<file path="config.mk">
export PLATFORM = sky130hd
export DESIGN_NAME = upc_sequencer
export DESIGN_NICKNAME = d
export VERILOG_FILES = /design/src/rtl/upc_pkg.sv /design/src/rtl/upc_ret_stack.sv /design/src/rtl/upc_sequencer.sv
export SDC_FILE = /design/constraint.sdc
export NUM_CORES = 1
export LEC_CHECK = 0
export CAP_MARGIN = 10
export CELL_PAD_IN_SITES_DETAIL_PLACEMENT = 1
export CELL_PAD_IN_SITES_GLOBAL_PLACEMENT = 2
export CORE_MARGIN = 4
export CORE_UTILIZATION = 21
export CTS_CLUSTER_SIZE = 8
export DETAILED_ROUTE_END_ITERATION = 6
export HOLD_SLACK_MARGIN = 0.02
export PLACE_DENSITY_LB_ADDON = 0.1
export SLEW_MARGIN = 20
export SYNTH_ARGS = -nofsm -noshare
export SYNTH_HDL_FRONTEND = slang
export SYNTH_SLANG_ARGS = --single-unit
</file>
<file path="constraint.sdc">
create_clock -name clk -period 2.5 [get_ports clk]
set_input_delay 0.5 -clock clk [delete_from_list [all_inputs] [get_ports clk]]
set_output_delay 0.5 -clock clk [all_outputs]
set_load 0.02 [all_outputs]
</file>
<file path="src/rtl/upc_pkg.sv">
// Shared types for the micro-program sequencer: sequencing opcodes and FSM states.
package upc_pkg;

    localparam int unsigned UPC_W = 5;

    typedef enum logic [2:0] {
        NEXT = 3'b000,
        JUMP = 3'b001,
        BRT  = 3'b010,
        BRF  = 3'b011,
        CALL = 3'b100,
        RET  = 3'b101,
        WAIT = 3'b110,
        END  = 3'b111
    } seq_op_e;

    typedef enum logic [1:0] {
        IDLE = 2'd0,
        RUN  = 2'd1,
        ERR  = 2'd2
    } useq_state_e;

endpackage

</file>
<file path="src/rtl/upc_ret_stack.sv">
// LIFO of micro-subroutine return addresses; dout always shows the top entry.
module upc_ret_stack #(
    parameter int unsigned DEPTH = 4,
    parameter int unsigned W     = 5
) (
    input  logic         clk,
    input  logic         reset,
    input  logic         push,
    input  logic         pop,
    input  logic [W-1:0] din,
    output logic [W-1:0] dout,
    output logic         full,
    output logic         empty
);

    localparam int unsigned SP_W = $clog2(DEPTH + 1);
    localparam int unsigned IX_W = (DEPTH > 1) ? $clog2(DEPTH) : 1;

    logic [W-1:0]    mem [DEPTH];
    logic [SP_W-1:0] sp;

    assign full  = (sp == SP_W'(DEPTH));
    assign empty = (sp == '0);
    assign dout  = empty ? '0 : mem[IX_W'(sp - SP_W'(1))];

    // Push wins over pop; overflow/underflow requests are dropped here as a backstop.
    always_ff @(posedge clk) begin
        if (reset) begin
            sp <= '0;
        end else if (push && !full) begin
            mem[IX_W'(sp)] <= din;
            sp             <= sp + SP_W'(1);
        end else if (pop && !empty) begin
            sp <= sp - SP_W'(1);
        end
    end

endmodule

</file>
<file path="src/rtl/upc_sequencer.sv">
// Next-address logic for the micro-PC register. Define UPC_STACK_EN to build the
// return stack; without it CALL acts as JUMP and RET is a fault.
module upc_sequencer #(
    parameter int unsigned UPC_W       = upc_pkg::UPC_W,
    parameter int unsigned STACK_DEPTH = 4
) (
    input  logic             clk,
    input  logic             reset,
    input  logic             start,
    input  logic [UPC_W-1:0] upc,
    input  logic [2:0]       seq_op,
    input  logic [UPC_W-1:0] seq_addr,
    input  logic [1:0]       cond_sel,
    input  logic [3:0]       cond,
    output logic [UPC_W-1:0] upc_next,
    output logic             load_incr,
    output logic             busy,
    output logic             done,
    output logic             stack_err
);

    import upc_pkg::*;

    if (STACK_DEPTH < 1 || STACK_DEPTH > 8) begin : g_bad_depth
        $error("upc_sequencer: STACK_DEPTH must be 1..8");
    end

    useq_state_e      state, state_next;
    seq_op_e          op;
    logic             c;
    logic             stack_fault_c;
    logic [UPC_W-1:0] inc;

    assign op  = seq_op_e'(seq_op);
    assign c   = cond[cond_sel];
    assign inc = upc + UPC_W'(1);

`ifdef UPC_STACK_EN
    logic             push, pop, stk_full, stk_empty;
    logic [UPC_W-1:0] ret_addr;

    assign push = (state == RUN) && (op == CALL) && !stk_full;
    assign pop  = (state == RUN) && (op == RET) && !stk_empty;
    assign stack_fault_c = ((op == CALL) && stk_full) || ((op == RET) && stk_empty);

    upc_ret_stack #(
        .DEPTH (STACK_DEPTH),
        .W     (UPC_W)
    ) u_ret_stack (
        .clk   (clk),
        .reset (reset),
        .push  (push),
        .pop   (pop),
        .din   (inc),
        .dout  (ret_addr),
        .full  (stk_full),
        .empty (stk_empty)
    );
`else
    assign stack_fault_c = (op == RET);
`endif

    // State register plus the registered end-of-program pulse.
    always_ff @(posedge clk) begin
        if (reset) begin
            state <= IDLE;
            done  <= 1'b0;
        end else begin
            state <= state_next;
            done  <= (state == RUN) && (op == END) && !stack_fault_c;
        end
    end

    always_comb begin
        state_next = state;
        case (state)
            IDLE:    if (start) state_next = RUN;
            RUN: begin
                if (stack_fault_c)   state_next = ERR;
                else if (op == END)  state_next = IDLE;
            end
            ERR:     state_next = ERR;
            default: state_next = IDLE;
        endcase
    end

    // Outside RUN the upc is parked at 0 (IDLE) or frozen (ERR).
    always_comb begin
        upc_next  = '0;
        load_incr = 1'b1;
        busy      = (state == RUN);
        stack_err = (state == ERR);
        case (state)
            RUN: begin
                case (op)
                    NEXT: load_incr = 1'b0;
                    JUMP: upc_next  = seq_addr;
                    BRT:  if (c)  upc_next = seq_addr; else load_incr = 1'b0;
                    BRF:  if (!c) upc_next = seq_addr; else load_incr = 1'b0;
`ifdef UPC_STACK_EN
                    CALL: upc_next  = stk_full ? upc : seq_addr;
                    RET:  upc_next  = stk_empty ? upc : ret_addr;
`else
                    CALL: upc_next  = seq_addr;
                    RET:  upc_next  = upc;
`endif
                    WAIT: if (c)  load_incr = 1'b0; else upc_next = upc;
                    END:  upc_next  = '0;
                    default: upc_next = '0;
                endcase
            end
            ERR:     upc_next = upc;
            default: upc_next = '0;
        endcase
    end

endmodule
</file>
==> out/results.ini, run 1 <==
[drt]
vias_per_cell = 5.08
ant_nets = 0
dr.pass1.iters = 4
drt_first_iter_violations = 7
routed_wl_um = 2020
vias = 741
route.detailed.drc = 0
wire_per_inst_um = 13.8

[synthesis]
synth_fa_ha_area_frac = 0.0696
yosys_warnings = 0
synth.area.mux_share = 0.111
synthXorXnorAreaFrac = 0
synth-seq-cells = 3
synth_top_family_by_area = compound AO/OA/AOI/OAI gates
ys_top_cells_by_area = dfxtp_1, a211oi_1, a221oi_1
synth_top_area_frac = 0.111
netlist_instances = 66
yosys.area.top_type = dfxtp_1
synth-compound-area-share = 0.434
synthDistinctLibCells = 31
mappedNetlistArea_um2 = 539
ys_seq_area_frac = 0.111
avgSynthCellArea_um2 = 8.17
synthesis.nets = 91
yosys.area_share.simple = 0.232

[placement]
io_buffers = 30
place_congestion = 0.784
dpl.cell_count = 142
dp_slack_ns = -0.803
dp_hpwl_um = 1660

[global_route]
gr-usage-met2 = 0.199
grt-ovfl-total = 0
grt_pass1_vias = 777
grt_max_degree = 7
track_usage = 0.121
met1_usage = 0.161
grt_first_pass_wirelength_um = 3360
antenna_found_initial = 0
grt-busiest-layer = met2
grt_util_met3 = 0.0439

[sta]
setup_violations = 0
finalWorstSetupSlack_ns = 0.0950
finalMaxSlewViolations = 0
finClkSkew_ns = 0.000105
worstMarginPinSlew_ns = 0.293
hold_viol = 0
fin_crit_sh = 0.962
final.min_clock_period_ns = 2.41
timing.slew.headroom = 0.803
fmax_mhz = 416

[floorplanning]
die-area_mm2 = 0.00344
rows = 18
die_h_um = 58.7
ios = 31
core_mm2 = 0.00245
start_util = 0.220
die_w_um = 58.7

[setup_path]
rrSetupSlack_ns = 1.01
critPathLaunch = seq_op[1]
timing_worst_setup_path_type = in -> out
critPathCapture = upc_next[3]
r2r_start = state[1]
r2r-end = state[1]
reg2regPathDepth = 7
worstPathArrival_ns = 1.91
crit_path_start_kind = input port
critPathCaptureType = output port
path_max_fanout = 5
required_ns = 2.00

[finish]
syn2layout_area_growth_pct = 90.0
antennaDiodeCount = 0
fin_nets = 142
finalNonFillerCells = 146
layout-drive-gt1-share = 0.448
final_core_utilization = 0.417

[cts]
htreeDepth = 1
holdBufCountCts = 0
numCtsBuffers = 3
cts_tree = done
clock-root-buffer = clkbuf_4
clk_pin_slew_worst_paths_ns = 0.04
clock_latency_ns = 0.23
clock_path_buffers = 2
clock_sinks = 3

[power]
vdd_ir_drop_max_uv = 365
power.leakage_nw = 0.410
power-per-cell-area_mw_per_mm2 = 290

[run_status]
outcome = completed

[worst_hold_path]
hold_class = reg -> reg
worstHoldStart = state[0]

[run]
drv_cap = 0

per-stage QoR:
step	cell area, um2	total power [mW]	hold WS [ns]	TNS, ns
floorplan	539	0.120	0.503	0
global placement	993	0.205	0.600	-4.73
detailed placement	993	0.206	0.604	-4.69
CTS	1000	0.293	0.606	0
global route	1020	0.324	0.720	-0.00172
finish	1020	0.298	0.659	0
cell families (layout without fill, tap and decap cells):
kind of cell / Yosys count / count (layout)
adder cells (fa/ha/maj): 3 / 3
buffers and inverters: 4 / 54
multiplexers: 4 / 4
flip-flops: 3 / 3
AND/OR/NAND/NOR: 22 / 22
AO/OA/AOI/OAI: 30 / 30
synthesized netlist by cell type, drive strengths merged:
library cell  instances
nor3b                 2
a22oi                 1
mux4                  1
nor2b                 2
dfxtp                 3
a21boi                1
mux2                  3
and2                  1
inv                   3
ha                    3
and3                  1
and2b                 1
and4                  1
o31a                  1
nor3                  4
nand2                 5
nor2                  3
a221oi                6
a21oi                 1
nand2b                2
o211ai                1
a221o                 1
buf                   1
o21ai                 7
o2111ai               5
a211oi                6
layout by cell type, fill, tap and decap left out, types with 2 or more instances in the layout:
cell type / instances
ha_1: 2
dlygate4sd2_1: 3
nand2_1: 2
buf_2: 7
mux2_4: 2
o21ai_1: 6
inv_1: 2
buf_4: 17
nor2b_1: 2
clkdlybuf4s50_1: 15
nand2_2: 3
nor3_1: 3
a221oi_2: 4
a221oi_1: 2
o2111ai_1: 5
clkbuf_2: 5
nor3b_1: 2
clkbuf_4: 3
a211oi_1: 4
a211oi_2: 2
nor2_1: 3
dfxtp_1: 3
nand2b_1: 2
layer usage:
layer,routed length (um),part of all wire,up-vias
met4,0,0,0
met2,900,0.45,21
met1,952,0.47,345
met5,0,0,-
li1,-,-,375
met3,166,0.082,0
flip-flops by register name, summed over array words and instances (netlist names):
signal and cells:
state 2, done 1
worst max-delay path, cell delays in order:
cell and delay [ns]:
dlygate4sd2_1 0.28, and2b_2 0.24, a221oi_2 0.23, buf_4 0.19
a221oi_1 0.07, a211oi_1 0.18, buf_2 0.21
power breakdown:
| group | switching [mW] | internal, mW | leakage (nW) |
|---|---|---|---|
| logic | 0.0757 | 0.0854 | 0.371 |
| registers | 0.00111 | 0.0505 | 0.0245 |
| clock network | 0.0251 | 0.0598 | 0.0150 |
layout make-up:
class / count / area (um2)
multi-input cells: 59 / 526
fillers: 302 / 1430
clock buffers: 4 / 26.3
flip-flops and latches: 3 / 60.1
well taps: 30 / 37.5
inverters: 3 / 11.3
repair buffers: 47 / 364
timing repair:
item	CTS	global route
setup endpoints to repair	6	6
pin swaps	7	3
resized for setup	51	18
buffers inserted	0	0
hold endpoints to repair	0	0
worst min path at each step:
stage | slack [ns] | endpoint | cells past startpoint
6_report | 0.66 | state[0] | 3
5_1_grt | 0.72 | state[1] | 4
4_1_cts | 0.61 | state[0] | 3
3_5_place_dp | 0.60 | state[0] | 3
3_3_place_gp | 0.60 | state[0] | 3
2_1_floorplan | 0.50 | state[0] | 2
No activity file was read; power rests on OpenSTA's default activity.
==> run 2: changes to the inputs <==
--- a/config.mk
+++ b/config.mk
@@ -13,7 +13,7 @@
 export CTS_CLUSTER_SIZE = 8
 export DETAILED_ROUTE_END_ITERATION = 6
 export HOLD_SLACK_MARGIN = 0.02
-export PLACE_DENSITY_LB_ADDON = 0.1
+export PLACE_DENSITY = 0.82
 export SLEW_MARGIN = 20
 export SYNTH_ARGS = -nofsm -noshare
 export SYNTH_HDL_FRONTEND = slang
==> run 2 against run 1 <==
First-iteration DRC count down 14%. Clock-buffer cell count unchanged. Non-clock buffer count down 2. Fmax up 0.75%. Routed wire length up 4.7%. Clock skew about the same. Cell area up 1.7%. Power up 1.4%. Critical path depth down 1. Sequential share of layout area down 0.099 points. Worst hold slack better by 0.0043 ns. Largest power group unchanged. Highest routed layer is now met4.
==> out/results.ini, run 2 (same netlist as run 1, synthesis figures left out) <==
[finish]
layout-drive-gt1-share = 0.465  ; +0.0166
final_core_utilization = 0.425  ; +0.00714
largest_reg_flops = 2  ; unchanged
top_register = state
syn2layout_area_growth_pct = 93.3
antennaDiodeCount = 0  ; unchanged
final_cell_mix = buf_4, clkdlybuf4s50_1, o21ai_1, a221oi_2
fillerInstances = 293  ; -3.0%
reg_top3 = state (2), done (1)
fin_nets = 140  ; -1.4%
final_common_cell = buf_4
finalNonFillerCells = 144  ; -1.4%

[drt]
ant_nets = 0  ; unchanged
vias_per_cell = 5.24  ; +3.2%
wire_per_inst_um = 14.7  ; +6.2%
route.detailed.drc = 0  ; unchanged
drt_first_iter_violations = 6  ; -1
routed_wl_um = 2110  ; +4.7%
vias = 754  ; +1.8%
dr.pass1.iters = 2  ; -2

[sta]
fin_crit_sh = 0.955  ; -0.00719
timing.slew.headroom = 0.650  ; -0.153
finClkSkew_ns = 0.000390  ; +0.000285 ns
fmax_mhz = 419  ; +0.75%
fin_tns_setup_ns = 0  ; unchanged
finalMaxSlewViolations = 0  ; unchanged
final.min_clock_period_ns = 2.39  ; -0.0180 ns
worstMarginPinSlew_ns = 0.521  ; +0.228 ns
setup_violations = 0  ; unchanged
finalWorstSetupSlack_ns = 0.113  ; +0.0180 ns
hold_viol = 0  ; unchanged

[setup_path]
cpPeakStageDelay_ns = 0.52  ; +0.24 ns
slowest_stage = mux4_2
critPathCaptureType = output port
required_ns = 2.00  ; about the same
cp_num_buf_inv = 2  ; -1
crit_path_start_kind = input port
cp_cell_sequence = buf_4, mux4_2, o211ai_4, o21ai_1, a211oi_1, buf_2
path_max_fanout = 5  ; unchanged
rrSetupSlack_ns = 0.98  ; -0.03 ns
timing_worst_setup_path_type = in -> out
cp_top_family = compound AO/OA/AOI/OAI gates
r2r-end = state[1]
worstPathArrival_ns = 1.89  ; -0.02 ns
critPathLaunch = cond_sel[0]
r2r_start = state[0]
reg2regPathDepth = 7  ; unchanged

[power]
power.leakage_nw = 0.405  ; -1.2%
vdd_ir_drop_max_uv = 323  ; -11%
power_frac_comb = 0.551  ; +0.010
p_sw_frac = 0.346  ; +0.00300
intPower_uw = 198  ; +0.95%
power_switching_uw = 104  ; +2.3%
p_seq_frac = 0.171  ; -0.002
clkPwrFrac = 0.278  ; -0.007
power-per-cell-area_mw_per_mm2 = 290  ; -0.29%

[worst_hold_path]
worstHoldStart = state[0]
hold_end = state[0]
worstHoldPathCells = 3  ; unchanged
hold_class = reg -> reg

[cts]
clock_path_buffers = 2  ; unchanged
post_cts_buffers = 0  ; unchanged
clk_pin_slew_worst_paths_ns = 0.04  ; about the same
htreeDepth = 1  ; unchanged
holdBufCountCts = 0  ; unchanged
clock_sinks = 3  ; unchanged
cts_tree = done
numCtsBuffers = 3  ; unchanged
clock_latency_ns = 0.23  ; about the same
clock-root-buffer = clkbuf_4

[floorplanning]
die_w_um = 58.7  ; unchanged
die_h_um = 58.7  ; unchanged
start_util = 0.220  ; unchanged
die-area_mm2 = 0.00344  ; unchanged
rows = 18  ; unchanged
core_mm2 = 0.00245  ; unchanged
ios = 31  ; unchanged

[global_route]
grt_max_degree = 8  ; +1
grt_first_pass_wirelength_um = 3660  ; +9.0%
grt_pass1_vias = 824  ; +6.0%
track_usage = 0.134  ; +0.0135
antenna_found_initial = 0  ; unchanged
grt-ovfl-total = 0  ; unchanged

[run]
drv_cap = 0  ; unchanged

[placement]
io_buffers = 30  ; unchanged
dpl.cell_count = 140  ; -1.4%
dp_slack_ns = -0.844  ; -0.0411 ns
dp_hpwl_um = 1710  ; +2.8%
place_congestion = 0.741  ; -5.4%

[run_status]
outcome = completed

## run 2: cell count changes in the layout (fill, tap and decap cells not counted), sizes merged
cell,previous run,this run
buf,24,23
dlygate4sd2,3,2
## run 2: worst reg2reg max path: cells and delay by family (launching register included)
kind | cells | cell delay (ns)
DFF | 1 | 0.30
buffers and inverters | 2 | 0.28
and+or+nand+nor | 1 | 0.05
adders and majority gates | 1 | 0.23
AOI/OAI and AO/OA | 3 | 0.55
## run 2: power by group through the flow
stage               sequential, mW  clock, mW  combinational, mW
global route                0.0519     0.0887              0.184
detailed placement          0.0523          0              0.152
finish                      0.0515     0.0840              0.166
floorplan                   0.0525          0             0.0676
CTS                         0.0515     0.0871              0.155
global placement            0.0522          0              0.149
## run 2: stage by stage
| stage | power [mW] | cell area (um2) | hold WS [ns] |
|---|---|---|---|
| after floorplan | 0.120 | 539 | 0.503 |
| after global placement | 0.201 | 978 | 0.601 |
| after detailed placement | 0.205 | 978 | 0.606 |
| after CTS | 0.294 | 1010 | 0.614 |
| after global routing | 0.325 | 1040 | 0.720 |
| final | 0.302 | 1040 | 0.663 |
## run 2: area by class of cell
| type | count | area, um2 | share of cell area |
|---|---|---|---|
| well taps | 30 | 37.5 | 0.0360 |
| clock buffers | 4 | 26.3 | 0.0252 |
| multi-input cells | 59 | 551 | 0.528 |
| flip-flops and latches | 3 | 60.1 | 0.0576 |
| repair buffers | 45 | 357 | 0.342 |
| inverters | 3 | 11.3 | 0.0108 |
## run 2: what timing repair did
item,CTS,global route
resized for setup,56,24
hold endpoints to repair,0,0
endpoints found under the setup margin,6,6
pin swaps,7,6
## run 2: routing by layer
metal / global-route usage / up-vias / routed length (um)
li1: - / 372 / -
met1: 0.160 / 368 / 870
met2: 0.252 / 12 / 1160
met3: 0.0132 / 2 / 75
met4: 0.0388 / 0 / 8
met5: 0 / - / 0
## run 2: worst max path at each step
stage,endpoint,cells after the start
after floorplan,upc_next[0],4
after global placement,upc_next[0],6
after detailed placement,upc_next[4],6
after CTS,upc_next[3],6
after global routing,upc_next[3],8
final,upc_next[1],6
